`src/rtl/fetch_unit.sv`:
```
// Instruction fetch unit: streams sequential words from a 1-cycle-latency memory into a 2-entry output FIFO.
// Latency 2 edges from issue to instr_valid, 1 instr/cycle sustained; fetch stalls when FIFO + in-flight read would overflow.
module fetch_unit #(
  parameter int bits_addr = 32,
  parameter int bits_data = 32,
  parameter logic [bits_addr-1:0] RESET_PC = '0
) (
  input  logic                 clk,
  input  logic                 rst,
  output logic [bits_addr-1:0] mem_address,
  output logic                 mem_write,
  output logic [bits_data-1:0] mem_data_in,
  input  logic [bits_data-1:0] mem_data_out,
  output logic [bits_data-1:0] instr,
  output logic [bits_addr-1:0] instr_pc,
  output logic                 instr_valid,
  input  logic                 instr_ready,
  input  logic                 redirect,
  input  logic [bits_addr-1:0] redirect_pc
);

  localparam logic [bits_addr-1:0] ALIGN_MASK = ~bits_addr'(3);
  localparam logic [bits_addr-1:0] START_PC   = RESET_PC & ALIGN_MASK;

  logic [bits_addr-1:0] pc_q;
  logic                 rsp_v;
  logic [bits_addr-1:0] rsp_pc;
  logic [bits_data-1:0] e0_dat, e1_dat;
  logic [bits_addr-1:0] e0_pc, e1_pc;
  logic [1:0]           fifo_count;

  logic [1:0] occ;
  logic       pop, push, issue;

  assign occ   = fifo_count + {1'b0, rsp_v};
  assign pop   = instr_valid && instr_ready;
  assign push  = rsp_v && !redirect;
  // An in-flight read always has a FIFO slot reserved, so the FIFO never overflows.
  assign issue = !redirect && ((occ < 2'd2) || pop);

  assign mem_address = pc_q >> 2;
  assign mem_write   = 1'b0;
  assign mem_data_in = '0;
  assign instr       = e0_dat;
  assign instr_pc    = e0_pc;
  assign instr_valid = (fifo_count != 2'd0);

  always_ff @(posedge clk or posedge rst) begin
    if (rst) begin
      pc_q       <= START_PC;
      rsp_v      <= 1'b0;
      rsp_pc     <= '0;
      e0_dat     <= '0;
      e0_pc      <= '0;
      e1_dat     <= '0;
      e1_pc      <= '0;
      fifo_count <= 2'd0;
    end else if (redirect) begin
      pc_q       <= redirect_pc & ALIGN_MASK;
      rsp_v      <= 1'b0;
      fifo_count <= 2'd0;
    end else begin
      rsp_v <= issue;
      if (issue) begin
        pc_q   <= pc_q + bits_addr'(4);
        rsp_pc <= pc_q;
      end
      if (push && pop) begin
        if (fifo_count == 2'd2) begin
          e0_dat <= e1_dat;
          e0_pc  <= e1_pc;
          e1_dat <= mem_data_out;
          e1_pc  <= rsp_pc;
        end else begin
          e0_dat <= mem_data_out;
          e0_pc  <= rsp_pc;
        end
      end else if (push) begin
        if (fifo_count == 2'd0) begin
          e0_dat <= mem_data_out;
          e0_pc  <= rsp_pc;
        end else begin
          e1_dat <= mem_data_out;
          e1_pc  <= rsp_pc;
        end
        fifo_count <= fifo_count + 2'd1;
      end else if (pop) begin
        e0_dat     <= e1_dat;
        e0_pc      <= e1_pc;
        fifo_count <= fifo_count - 2'd1;
      end
    end
  end

endmodule

```
`config.mk`:
```
export PLATFORM = sky130hd
export DESIGN_NAME = fetch_unit
export DESIGN_NICKNAME = d
export VERILOG_FILES = /design/src/rtl/fetch_unit.sv
export SDC_FILE = /design/constraint.sdc
export NUM_CORES = 1
export LEC_CHECK = 0
export CORE_ASPECT_RATIO = 0.75
export CORE_MARGIN = 8
export CORE_UTILIZATION = 45
export DETAILED_ROUTE_END_ITERATION = 7
export GPL_ROUTABILITY_DRIVEN = 0
export PLACE_DENSITY_LB_ADDON = 0.3
export RECOVER_POWER = 25
export SLEW_MARGIN = 20
export SYNTH_ARGS = -nofsm -noshare
export SYNTH_HDL_FRONTEND = slang
export SYNTH_SLANG_ARGS = --single-unit
export TNS_END_PERCENT = 30
```
`constraint.sdc`:
```
create_clock -name clk -period 6 [get_ports clk]
set_input_delay 0.6 -clock clk [delete_from_list [all_inputs] [get_ports clk]]
set_output_delay 0.6 -clock clk [all_outputs]
set_load 0.01 [all_outputs]
```
Word-level counts from Yosys, hierarchy flattened
Index checks and enable logic that the tools add are counted.
Storage, ports and cells
  output and inout port bits: 130
  flip-flop bits (word level): 195
  bits of input ports: 68
  logic and storage cells: 60
Cells by class
  bitwise logic cells: 1
  $lt $le $gt $ge: 1
  equal/unequal tests: 5
  reduce and logical (&&, ||, !) cells: 16
  $add $sub $neg: 4
  multiplexer cells: 25
Operators with widths (count)
  2-to-1 mux 32 bit: 20
  adder 32 x 3 -> 32 bit (second input constant): 1
  2-to-1 mux 2 bit: 4
  nonzero test 2 bit: 3
  nonzero test 3 bit: 2
  logical AND 1 bit: 4
  != test 2 bit (second input constant): 2
  AND reduction 2 bit: 2
  AND reduction 4 bit: 1
  != test 3 x 1 -> 1 bit (second input constant): 1
  AND reduction 3 bit: 1
  adder 2 x 1 -> 2 bit: 1
  adder 2 x 1 -> 2 bit (second input constant): 1
  == test 2 bit (second input constant): 1
  logical NOT 2 bit: 1
  < comparator 2 bit (second input constant): 1
  != test 2 x 1 -> 1 bit (second input constant): 1
  subtractor 2 x 1 -> 2 bit (second input constant): 1
  logical NOT 1 bit: 1
  logical OR 1 bit: 1
  2-to-1 mux 1 bit: 1
  inverter 1 bit: 1

Depth between registers and ports, before layout
  depth after elaboration: 6
  depth in mapped cells: 7
  depth with buffers taken out: 5

Least setup slack after synthesis
OpenSTA, ideal clock, no wires.
  path type: input port to flip-flop
  from: input port instr_ready
  to: register rsp_pc[27]
  setup slack: 4.237 ns
  setup time: 0.128 ns
  arrival time: 1.636 ns
  path buffers: 1
  required time: 5.872 ns
  stages: 5
  cell sequence: nand2b_1 o21ai_2 nor2_1 buf_2 mux2_1
Between the ends
  cells in the longest elaborated chain, start to end: 4
RTL lines
  start, declared: line 17  | input logic instr_ready,
  logical AND 1 bit: line 36  | assign pop = instr_valid && instr_ready;
  logical OR 1 bit: line 39  | assign issue = !redirect && ((occ < 2'd2) || pop);
  logical AND 1 bit: line 39
  AND reduction 2 bit (no source line)
  end signal, assigned: line 66  | rsp_pc <= pc_q;
  end, declared: line 27  | logic [bits_addr-1:0] rsp_pc;
No other way between the ends.
A chain may end at the register's enable or synchronous reset.

==> run_results.csv <==
group,metric,value,unit
run_status,status,"finished, violations left",
run_status,violations,"capacitance limit, slew limit",
critical_path,crit_chain,"dlygate4sd3_1 -> clkinvlp_4 -> buf_4",
critical_path,rrSetupSlack,3440,ps
detailed_routing,wl_met1,9509,um
sta,rsz0062_at_grt,"false",
pwr,irDropWorstVdd,207.1,uV
grt,grt_pass1_wl,31370,um
sta,finalSetupViolations,0,
pwr,power_density,369.5,mW/mm^2
detailed_routing,drt_pass1_iterations,7,
detailed_routing,wl,19370,um
finish,num_antenna_cells,0,
sta,holdWs,492.0,ps
clock_tree,path_clk_slew,70,ps
floorplan,io_pins,198,
finish,final_common_cell,"dfrtp_1",
detailed_routing,wire_per_inst,17.26,um
synth,yosysWarnings,0,
clock_tree,cts_made_buffers,17,
grt,antenna_found_initial,0,
synth,ys_ff_latch,187,
finish,final_cell_mix,"187 x dfrtp_1, 155 x clkdlybuf4s50_1, 68 x nor2_1",
synth,synth_cells,717,
sta,fmax,293.0,MHz
critical_path,end_kind,"async pin",
finish,syn_to_final_growth,26.22,%
clock_tree,cts_hold_buf,0,
placement,dpl_worst_slack,2872,ps
grt,grt-ovfl-total,0,
finish,multi_input_area,0.003540,sq mm
sta,drv_slew,140,
placement,dp_hpwl,12970,um
synth,syn_avg_cell_area,11.87,sq um
detailed_routing,drc,0,
hold_path,hold_depth,1,
synth,syn-cell-area,0.008513,sq mm
detailed_routing,drt.antenna.violating_nets,0,
grt,grt_usage,0.1654,
sta,setup_tns,0,ps
clock_tree,cts_tree,"built",
detailed_routing,dr_wl_met2,8382,um
finish,seqCellArea,0.004679,sq mm
finish,final_nets,931,
clock_tree,cts_resized,0,
clock_tree,clkSinkCount,187,
floorplan,dieArea,0.02362,sq mm
detailed_routing,highest_layer,"met4",
sta,worst_pin_slew,2951,ps
clock_tree,insertion_delay,430,ps
hold_path,hold_path_class,"reg -> reg",
critical_path,path_max_fanout,139,
detailed_routing,drt_iter0_markers,404,
grt,grt_pass1_vias,5667,
critical_path,r2r_cells,7,
sta,relSlewSlack,-0.9674,
sta,worst_slack,2587,ps
finish,fillerInstances,1602,
clock_tree,root_buffer,"clkbuf_16",
detailed_routing,met3WireLength,1390,um
clock_tree,cts_post_setup_buffers_inserted,0,
critical_path,critPathKind,"in -> async",
sta,hold_viol_final,0,
clock_tree,h-tree-depth,4,
synth,yosysUniqueCellTypes,47,
synth,synth_seq_area_share,0.5497,
grt,grt_max_degree,140,
sta,period_share,0.5688,
floorplan,core,0.01851,sq mm
critical_path,max_stage_delay,1800,ps
critical_path,worstSetupStartpointType,"input port",
floorplan,fp-row-count,43,
pwr,leakage,0.004724,uW
floorplan,fp.dieH,135.1,um
detailed_routing,viasPerCell,5.047,
placement,port_buffers,158,
finish,drive_above_1_share,0.1474,
pwr,finalPower,3970,uW
critical_path,crit_slowest_cell,"clkinvlp_4",
detailed_routing,vias,5663,
flow_run,cap_viol_max_count,1,
sta,skew,8.431,ps
floorplan,start_util,0.4600,
clock_tree,clock_path_buffers,2,
floorplan,die_x,174.8,um
critical_path,critPathArrivalTime,3920,ps
sta,final.min_clock_period,3413,ps
critical_path,crit_required,6500,ps
[through the flow]
| step | std cells | util | area (sq um) |
|---|---|---|---|
| after floorplan | 753 | - | 8648 |
| after global placement | 1090 | 0.5494 | 10170 |
| after detailed placement | 1090 | 0.5494 | 10170 |
| after CTS | 1122 | 0.5808 | 10750 |
| after global routing | 1122 | 0.5806 | 10750 |
| final | 1122 | 0.5806 | 10750 |
[cell families (layout without fill, tap and decap cells)]
group,count (synthesis),after routing,share of synthesized area
mux,157,157,0.1983
fa+ha+maj,1,1,0.001469
compound gates,103,103,0.06937
buf+inv,77,199,0.05379
xor+xnor,29,29,0.02983
simple gates,162,162,0.09715
other cells,1,37,0.0004405
flops,187,187,0.5497
[cell type report]
class / instances / area share
Tap cell: 247 / 0.02876
Inverter: 3 / 0.001397
Sequential cell: 187 / 0.4355
Clock buffer: 17 / 0.03959
Multi-Input combinational cell: 489 / 0.3294
Clock inverter: 15 / 0.01444
Timing Repair Buffer: 164 / 0.1509
[report_power, final]
part           total, uW  internal [uW]  switching, uW
Clock               1110            587            524
Combinational       1030            587            445
Sequential          1830           1610            212
[registers in the layout (all words and copies together), names as in the netlist]
name and flops:
rsp_v 1, instr_pc 30, pc_q 30, e1_pc 30, instr 32, e1_dat 32
fifo_count 2, rsp_pc 30
[cell usage after synthesis, drive strengths merged]
cell type / number / area, sq um
and2: 2 / 12.51
ha: 1 / 12.51
mux2: 93 / 1047
inv: 3 / 11.26
nand2b: 2 / 12.51
nor3: 5 / 40.04
nor4: 7 / 68.82
and2b: 1 / 10.01
a211o: 1 / 17.52
buf: 61 / 397.9
a211oi: 1 / 12.51
and3: 2 / 12.51
xor2: 12 / 105.1
o211ai: 3 / 32.53
nor2: 70 / 265.3
nor4b: 1 / 23.77
conb: 1 / 3.750
o21ai: 31 / 158.9
nor2b: 1 / 6.260
and4bb: 1 / 16.27
a2bb2oi: 1 / 8.760
clkbuf: 13 / 48.80
and4: 5 / 47.55
dfrtp: 187 / 4679
a21oi: 64 / 324.1
nand2: 43 / 161.4
nand4: 8 / 65.06
or2: 1 / 6.260
mux2i: 64 / 640.6
xnor2: 17 / 148.9
nand3: 11 / 55.05
nor3b: 1 / 12.51
nand4bb: 1 / 11.26
a2111oi: 2 / 36.29
[critical path: cells and delay by family]
kind	cells	cell delay, ps
buffers and inverters	3	3130
[final timing paths]
path,from,end
worst max-delay path,rst,e1_pc[20]
worst min-delay path,e1_pc[30],e1_pc[30]
worst max register to register,fifo_count[1],instr_pc[25]
worst min register to register,e1_pc[30],e1_pc[30]
max in group clk,instr_ready,e1_dat[27]
min in group asynchronous,rst,instr[7]
[routing by layer]
layer,track usage,vias up
met3,0.05216,7
met1,0.2318,2768
met5,0,-
met2,0.2472,163
met4,0.03664,0
li1,-,2725
Note: power is estimated with default switching activity, not from simulation.
